==> config.mk <==
export PLATFORM = sky130hd
export DESIGN_NAME = imem_fetch_ctrl_flat
export DESIGN_NICKNAME = d
export VERILOG_FILES = /design/src/rtl/imem_fetch_ctrl_if.sv /design/src/rtl/imem_fetch_ctrl.sv /design/src/flat_wrapper.sv
export SDC_FILE = /design/constraint.sdc
export NUM_CORES = 1
export LEC_CHECK = 0
export ABC_AREA = 1
export CAP_MARGIN = 20
export CORE_ASPECT_RATIO = 0.75
export CORE_MARGIN = 4
export CORE_UTILIZATION = 35
export DETAILED_ROUTE_END_ITERATION = 8
export SYNTH_ARGS = -nofsm -noshare
export SYNTH_HDL_FRONTEND = slang
export SYNTH_SLANG_ARGS = --single-unit
==> constraint.sdc <==
create_clock -name clk -period 3.3 [get_ports clk]
set_input_delay 0.33 -clock clk [delete_from_list [all_inputs] [get_ports clk]]
set_output_delay 0.33 -clock clk [all_outputs]
set_load 0.05 [all_outputs]
==> src/rtl/imem_fetch_ctrl_if.sv <==
// Fetch controller port bundle: loader, redirect, decode handshake and memory port.
// master = core/memory side, slave = fetch controller.
interface imem_fetch_ctrl_if #(
  parameter int WIDTH1 = 32
) ();
  logic              run;
  logic              ld_valid;
  logic [WIDTH1-1:0] ld_addr;
  logic [WIDTH1-1:0] ld_data;
  logic              ld_ready;
  logic              redirect;
  logic [WIDTH1-1:0] redirect_pc;
  logic              out_valid;
  logic              out_ready;
  logic [WIDTH1-1:0] out_pc;
  logic [WIDTH1-1:0] out_instr;
  logic [WIDTH1-1:0] mem_addr;
  logic              mem_wr;
  logic [WIDTH1-1:0] mem_wdata;
  logic [WIDTH1-1:0] mem_rdata;

  modport master (
    output run, ld_valid, ld_addr, ld_data, redirect, redirect_pc, out_ready, mem_rdata,
    input  ld_ready, out_valid, out_pc, out_instr, mem_addr, mem_wr, mem_wdata
  );

  modport slave (
    input  run, ld_valid, ld_addr, ld_data, redirect, redirect_pc, out_ready, mem_rdata,
    output ld_ready, out_valid, out_pc, out_instr, mem_addr, mem_wr, mem_wdata
  );
endinterface

==> src/rtl/imem_fetch_ctrl.sv <==
// Instruction fetch sequencer over a single-port memory; loader writes take the port first.
// Read-to-out_valid latency 2 cycles; 2-entry queue, issue stalls when queue + in-flight would overflow.
module imem_fetch_ctrl #(
  parameter int                WIDTH1   = 32,
  parameter int                MEM_SIZE = 1024,
  parameter logic [WIDTH1-1:0] RESET_PC = '0
) (
  input  logic             clk,
  input  logic             reset,
  imem_fetch_ctrl_if.slave bus
);

  typedef struct packed {
    logic [WIDTH1-1:0] pc;
    logic [WIDTH1-1:0] instr;
  } entry_t;

  localparam logic [WIDTH1-3:0] LAST_IDX = (WIDTH1-2)'(MEM_SIZE - 1);

  logic [WIDTH1-1:0] pc;
  logic [WIDTH1-1:0] pc_next;
  logic [WIDTH1-1:0] inflight_pc;
  logic              inflight;
  logic [1:0]        count;
  entry_t            q [2];
  entry_t            arriving;
  logic              pop;
  logic              push;
  logic              issue;
  logic [2:0]        occ;
  logic              unused_rpc_lsb;

  assign unused_rpc_lsb = ^bus.redirect_pc[1:0];

  assign pop      = bus.out_valid & bus.out_ready;
  assign push     = inflight & ~bus.redirect;
  assign arriving = {inflight_pc, bus.mem_rdata};

  // Occupancy after this cycle's pop, plus the read we'd like to issue, must fit in 2.
  assign occ   = {1'b0, count} + {2'b00, inflight} + 3'd1;
  assign issue = bus.run & ~bus.ld_valid & ~bus.redirect & ~reset & (occ <= {2'b01, pop});

  assign pc_next = (pc[WIDTH1-1:2] == LAST_IDX) ? '0 : pc + WIDTH1'(4);

  assign bus.out_valid = (count != 2'd0);
  assign bus.out_pc    = q[0].pc;
  assign bus.out_instr = q[0].instr;

  always_comb begin
    bus.ld_ready  = 1'b0;
    bus.mem_wr    = 1'b0;
    bus.mem_addr  = pc >> 2;
    bus.mem_wdata = '0;
    if (bus.ld_valid && !reset) begin
      bus.ld_ready  = 1'b1;
      bus.mem_wr    = 1'b1;
      bus.mem_addr  = bus.ld_addr;
      bus.mem_wdata = bus.ld_data;
    end
  end

  always_ff @(posedge clk) begin
    if (reset) begin
      pc          <= RESET_PC;
      inflight    <= 1'b0;
      inflight_pc <= '0;
      count       <= 2'd0;
      q[0]        <= '0;
      q[1]        <= '0;
    end else begin
      inflight <= issue;
      if (issue) begin
        inflight_pc <= pc;
      end

      if (bus.redirect) begin
        pc <= {bus.redirect_pc[WIDTH1-1:2], 2'b00};
      end else if (issue) begin
        pc <= pc_next;
      end

      // Entry 0 is always the head; a pop shifts entry 1 down.
      if (bus.redirect) begin
        count <= 2'd0;
        q[0]  <= '0;
        q[1]  <= '0;
      end else if (pop) begin
        q[0]  <= (push && count == 2'd1) ? arriving : q[1];
        if (push && count == 2'd2) begin
          q[1] <= arriving;
        end
        count <= count - 2'd1 + {1'b0, push};
      end else if (push) begin
        if (count == 2'd0) begin
          q[0] <= arriving;
        end else begin
          q[1] <= arriving;
        end
        count <= count + 2'd1;
      end
    end
  end

endmodule

==> src/flat_wrapper.sv <==
// flat-port wrapper written by rule: the top's interface ports become plain ports
module imem_fetch_ctrl_flat 
#(
  parameter int                WIDTH1   = 32,
  parameter int                MEM_SIZE = 1024,
  parameter logic [WIDTH1-1:0] RESET_PC = '0
)
  (clk, reset, bus_run, bus_ld_valid, bus_ld_addr, bus_ld_data, bus_redirect, bus_redirect_pc, bus_out_ready, bus_mem_rdata, bus_ld_ready, bus_out_valid, bus_out_pc, bus_out_instr, bus_mem_addr, bus_mem_wr, bus_mem_wdata);
  imem_fetch_ctrl_if #(.WIDTH1(WIDTH1)) bus_i ();
  input  logic clk;
  input  logic reset;
  input wire logic [$bits(bus_i.run)-1:0] bus_run;
  input wire logic [$bits(bus_i.ld_valid)-1:0] bus_ld_valid;
  input wire logic [$bits(bus_i.ld_addr)-1:0] bus_ld_addr;
  input wire logic [$bits(bus_i.ld_data)-1:0] bus_ld_data;
  input wire logic [$bits(bus_i.redirect)-1:0] bus_redirect;
  input wire logic [$bits(bus_i.redirect_pc)-1:0] bus_redirect_pc;
  input wire logic [$bits(bus_i.out_ready)-1:0] bus_out_ready;
  input wire logic [$bits(bus_i.mem_rdata)-1:0] bus_mem_rdata;
  output wire logic [$bits(bus_i.ld_ready)-1:0] bus_ld_ready;
  output wire logic [$bits(bus_i.out_valid)-1:0] bus_out_valid;
  output wire logic [$bits(bus_i.out_pc)-1:0] bus_out_pc;
  output wire logic [$bits(bus_i.out_instr)-1:0] bus_out_instr;
  output wire logic [$bits(bus_i.mem_addr)-1:0] bus_mem_addr;
  output wire logic [$bits(bus_i.mem_wr)-1:0] bus_mem_wr;
  output wire logic [$bits(bus_i.mem_wdata)-1:0] bus_mem_wdata;
  assign bus_i.run = bus_run;
  assign bus_i.ld_valid = bus_ld_valid;
  assign bus_i.ld_addr = bus_ld_addr;
  assign bus_i.ld_data = bus_ld_data;
  assign bus_i.redirect = bus_redirect;
  assign bus_i.redirect_pc = bus_redirect_pc;
  assign bus_i.out_ready = bus_out_ready;
  assign bus_i.mem_rdata = bus_mem_rdata;
  assign bus_ld_ready = bus_i.ld_ready;
  assign bus_out_valid = bus_i.out_valid;
  assign bus_out_pc = bus_i.out_pc;
  assign bus_out_instr = bus_i.out_instr;
  assign bus_mem_addr = bus_i.mem_addr;
  assign bus_mem_wr = bus_i.mem_wr;
  assign bus_mem_wdata = bus_i.mem_wdata;
  imem_fetch_ctrl #(.WIDTH1(WIDTH1), .MEM_SIZE(MEM_SIZE), .RESET_PC(RESET_PC)) u_core (.clk(clk), .reset(reset), .bus(bus_i));
endmodule
==> results.md <==
- The worst hold path terminates at u_core.pc[0]$_SDFFE_PP0P_.
- In this run the horizontal extent of the chip is 209 um.
- The max-slew headroom at the worst pin is 58.3%.
- The upper clock frequency limit is 409 MHz.
- The global router's overall resource usage is 18.0%.
- The synthesized-area fraction occupied by xor and xnor cells is 0.579%.
- The maximum fanout along the worst path is 4.
- After synthesis, the netlist uses 31 different library cells.
- Counting every sink on the clock net gives 195.
- After synthesis, the largest family of logic cells by area is simple AND/OR/NAND/NOR gates.
- From synthesis to final layout, the design area changed by 35.9%.
- The post-route cell area is 0.0144 mm2.
- In this run, synthesis produced a sequential element count of 195.
- The count of nets left with antenna violations once routing finished came out at 0.
- 265 I/O pins were placed.
- The die outline area is 0.0332 mm2.
- Yosys attributes the largest share of cell area to sky130_fd_sc_hd__edfxtp_1 36%, sky130_fd_sc_hd__nand2_1 13%, sky130_fd_sc_hd__dfxtp_1 13%.
- After floorplanning, the core was divided into 54 placement rows.
- The final weighted congestion in routability-driven placement is 0.887.
- The net count of the finished layout is 1693.
- The detailed router's first-iteration violation count is 621.
- The number of max-capacitance violations reported is 0.
- The via count is 9275.
- Leaving out fill and tap cells, the most frequent cells in the layout are 359 x sky130_fd_sc_hd__nand2_1, 196 x sky130_fd_sc_hd__clkdlybuf4s50_1, 174 x sky130_fd_sc_hd__inv_1, 151 x sky130_fd_sc_hd__o21ai_0, 149 x sky130_fd_sc_hd__nor2_1.
- The startpoint identified for the worst register-to-register timing path is u_core.count[1]$_SDFFE_PP0P_.
- At the placement stage, the worst setup path has a slack of 646 ps.
- The yosys synthesis warning count is 0.
- The initial antenna violation count came to 0.
- The setup-violating endpoint count in the final report is 0.
- The compound-gate portion of the synthesized area is 10.7%.
- The number of hold violations in the final report was 0.
- The initial utilization of the core area, before any placement, comes to 36.0%.
- The final clock period utilization by the worst path is 74.0%.
- Dividing the detail-routed via count by the number of cells gives 4.74.
- The total negative slack is 0 ps.
- In this run the number of H-tree levels came out at 4.
- The average detailed-routed wire length per instance is 15.7 um.
- When the netlist entered floorplanning its net count stood at 1527.
- The sequential element share of the synthesized area is 48.9%.
- The netlist area before placement is 0.0106 mm2.
- The count of port buffers added during placement is 262.
- The power per cell area is 415 mW/mm2.
- The tightest hold path in the finished design has a slack of 474 ps.
- The startpoint identified for the worst hold timing path is u_core.pc[0]$_SDFFE_PP0P_.
- The nature of the critical path endpoint is an output port.
- Entering global routing, the biggest net connects 68 pins.
- At the later pin of the worst-skew pair, clock insertion delay measures 430 ps.
- The dominant synthesized flop cell is sky130_fd_sc_hd__edfxtp_1.
- The depth of the most critical reg-to-reg path is 9.
- Yosys mapped a number of flops with a built-in enable equal to 128.
- Setup repair after global routing left no endpoint under its margin.
- The startpoint type of the worst setup path is a flip-flop.
- The post-detailed-placement half-perimeter wirelength is 22.7 mm.
- Cells with a size suffix above 1 make up 8.57% of the layout.
- For this run, design rule violations remaining after detail routing come to 0.
- Counting I/O delays and the setup requirement, the final critical path takes 2440 ps.
- The actual slew at the worst max-slew pin is 625 ps.
- The clock tree from TritonCTS is built.
- Leaving out fill and tap cells, the most frequent cell in the layout is sky130_fd_sc_hd__nand2_1.
- Summing all placed instances gives a cell area of 0.0138 mm2.
- The number of global-route vias before repair is 8559.
- The run finished with clean final reports.
- The simple-gate area share of the yosys netlist is 24.4%.
- The first-pass detailed-route iteration total is 5.
- The arrival time at the worst endpoint is 2110 ps.
- In the synthesized netlist the async set-or-reset flop fraction comes to 0%.
- Of the total synthesized cell area, the portion taken by full adders, half adders and majority gates is 1.06%.
- At the worst endpoint, the required time is 2970 ps.
- The global-route congestion overflow total is 0.
- Post-CTS timing repair inserted 0 buffers for setup.
- The number of buffers added by the clock tree synthesis step is 17.
- The worst setup path is of the flip-flop to output port kind.
- The worst reg-to-reg setup slack is 870 ps.
- The maximum buffer depth of the clock tree is 2.
- The routed design has 30.6 mm of wire.
- The average cell area after synthesis is 7.66 um2.
- The post-synthesis instance total is 1384.
- In this run the static leakage power is 6.03 nW.
- Measured on the finished design, the core utilization comes to 48.9%.
- The register clock-pin slew on the reported worst setup and hold paths is 80 ps.
- In this run the critical register-to-register path is captured at u_core.inflight_pc[11]$_SDFFE_PP0P_.
- The count of hold-fix buffers inserted at cts is 0.
- The region available for standard cell placement spans 0.0295 mm2.
- The tree is rooted in a sky130_fd_sc_hd__clkbuf_16.
- The worst setup margin is 858 ps.
- The first global-routing pass estimated 47.5 mm of wire.
- For the final database, setup skew stands at 15.7 ps.
- Counting instances, the worst hold path has a depth of 2.
- The filler cells instantiated in the layout total 2903.
- The worst IR drop on VDD is 0.243 mV.
- In this run the vertical extent of the chip is 159 um.
- The number of pins exceeding their max-slew limit in the final report is 0.
- The critical path startpoint is u_core.count[1]$_SDFFE_PP0P_.
- sky130_fd_sc_hd__edfxtp_1 takes more of the synthesized area than any other cell.
- 0 antenna diodes ended up in the layout.
- The share of cell area taken by muxes after synthesis is 0%.
- The path class of the lowest-slack min-delay path is flip-flop to flip-flop.
- The synthesized design devotes to its leading area cell type 36.3% of total area.
- Once the clock tree was built, the resizer swapped 0 gates to a different size.
[state kept, by name, indices dropped and copies added (netlist names)]
register,count
u_core.inflight,1
u_core.inflight_pc,32
u_core.count,2
u_core.pc,32
u_core.q,128
[cell usage after synthesis, types with 3 or more instances]
cell type / count
sky130_fd_sc_hd__a21oi_1: 55
sky130_fd_sc_hd__a31oi_1: 6
sky130_fd_sc_hd__buf_1: 3
sky130_fd_sc_hd__buf_2: 22
sky130_fd_sc_hd__buf_4: 67
sky130_fd_sc_hd__buf_6: 6
sky130_fd_sc_hd__clkbuf_1: 38
sky130_fd_sc_hd__dfxtp_1: 67
sky130_fd_sc_hd__edfxtp_1: 128
sky130_fd_sc_hd__ha_1: 9
sky130_fd_sc_hd__inv_1: 174
sky130_fd_sc_hd__nand2_1: 362
sky130_fd_sc_hd__nand3_1: 112
sky130_fd_sc_hd__nand3b_1: 3
sky130_fd_sc_hd__nand4_1: 3
sky130_fd_sc_hd__nor2_1: 150
sky130_fd_sc_hd__nor3_1: 4
sky130_fd_sc_hd__o211ai_1: 5
sky130_fd_sc_hd__o21ai_0: 151
sky130_fd_sc_hd__xor2_1: 6
[worst max path at each step]
stage,to,slack [ps],cells past startpoint
6_report,bus_out_valid,860,4
5_1_grt,u_core.pc[27]$_SDFFE_PP0P_,600,11
4_1_cts,u_core.pc[31]$_SDFFE_PP0P_,830,11
3_5_place_dp,u_core.pc[19]$_SDFFE_PP0P_,650,11
3_3_place_gp,u_core.pc[27]$_SDFFE_PP0P_,770,10
2_1_floorplan,u_core.q[0][0]$_DFFE_PP_,10,4
[worst max-delay path: stages, from the launching register on]
cell                              delay (ps)
sky130_fd_sc_hd__dfxtp_1                 400
sky130_fd_sc_hd__inv_1                   130
sky130_fd_sc_hd__ha_1                    260
sky130_fd_sc_hd__inv_1                    80
sky130_fd_sc_hd__clkdlybuf4s50_1         810
[power breakdown]
part / switching [mW] / internal, mW / total, mW
sequential: 0.0720 / 2.70 / 2.77
clock: 1.01 / 1.09 / 2.10
combinational: 0.639 / 0.470 / 1.11
total: 1.73 / 4.25 / 5.98
[cells by family (layout without fill, tap and decap cells)]
group	count (synthesis)	in the layout
xor gates and xnor gates	7	7
DFF	195	195
and+or+nand+nor	638	638
AOI/OAI and AO/OA	220	220
buffers and inverters	315	494
adders and majority gates	9	9
[metrics by stage]
| step | instances | power, mW |
|---|---|---|
| 4_1_cts | 1955 | 6.04 |
| 3_3_place_gp | 1923 | 3.94 |
| 2_1_floorplan | 1384 | 3.42 |
| 3_5_place_dp | 1923 | 3.95 |
| 5_1_grt | 1955 | 6.22 |
| 6_report | 1955 | 5.98 |
[routing by layer]
layer | share of wire [%] | track usage, % | routed length, um | vias up
met1 | 46 | 25.0 | 14000 | 4235
met5 | 0 | 0 | 0 | -
li1 | - | - | - | 4701
met2 | 45 | 28.5 | 13800 | 319
met4 | 0.97 | 3.60 | 297 | 0
met3 | 8.2 | 4.75 | 2520 | 20
[final cells by class]
class	instances	area, um2	share of cell area (%)
Clock buffer	18	429	2.98
Clock inverter	14	160	1.11
Inverter	177	667	4.63
Timing Repair Buffer	285	3530	24.5
Tap cell	392	490	3.40
Sequential cell	195	5180	36.0
Multi-Input combinational cell	874	3940	27.4
Note: power is estimated with default switching activity, not from simulation.
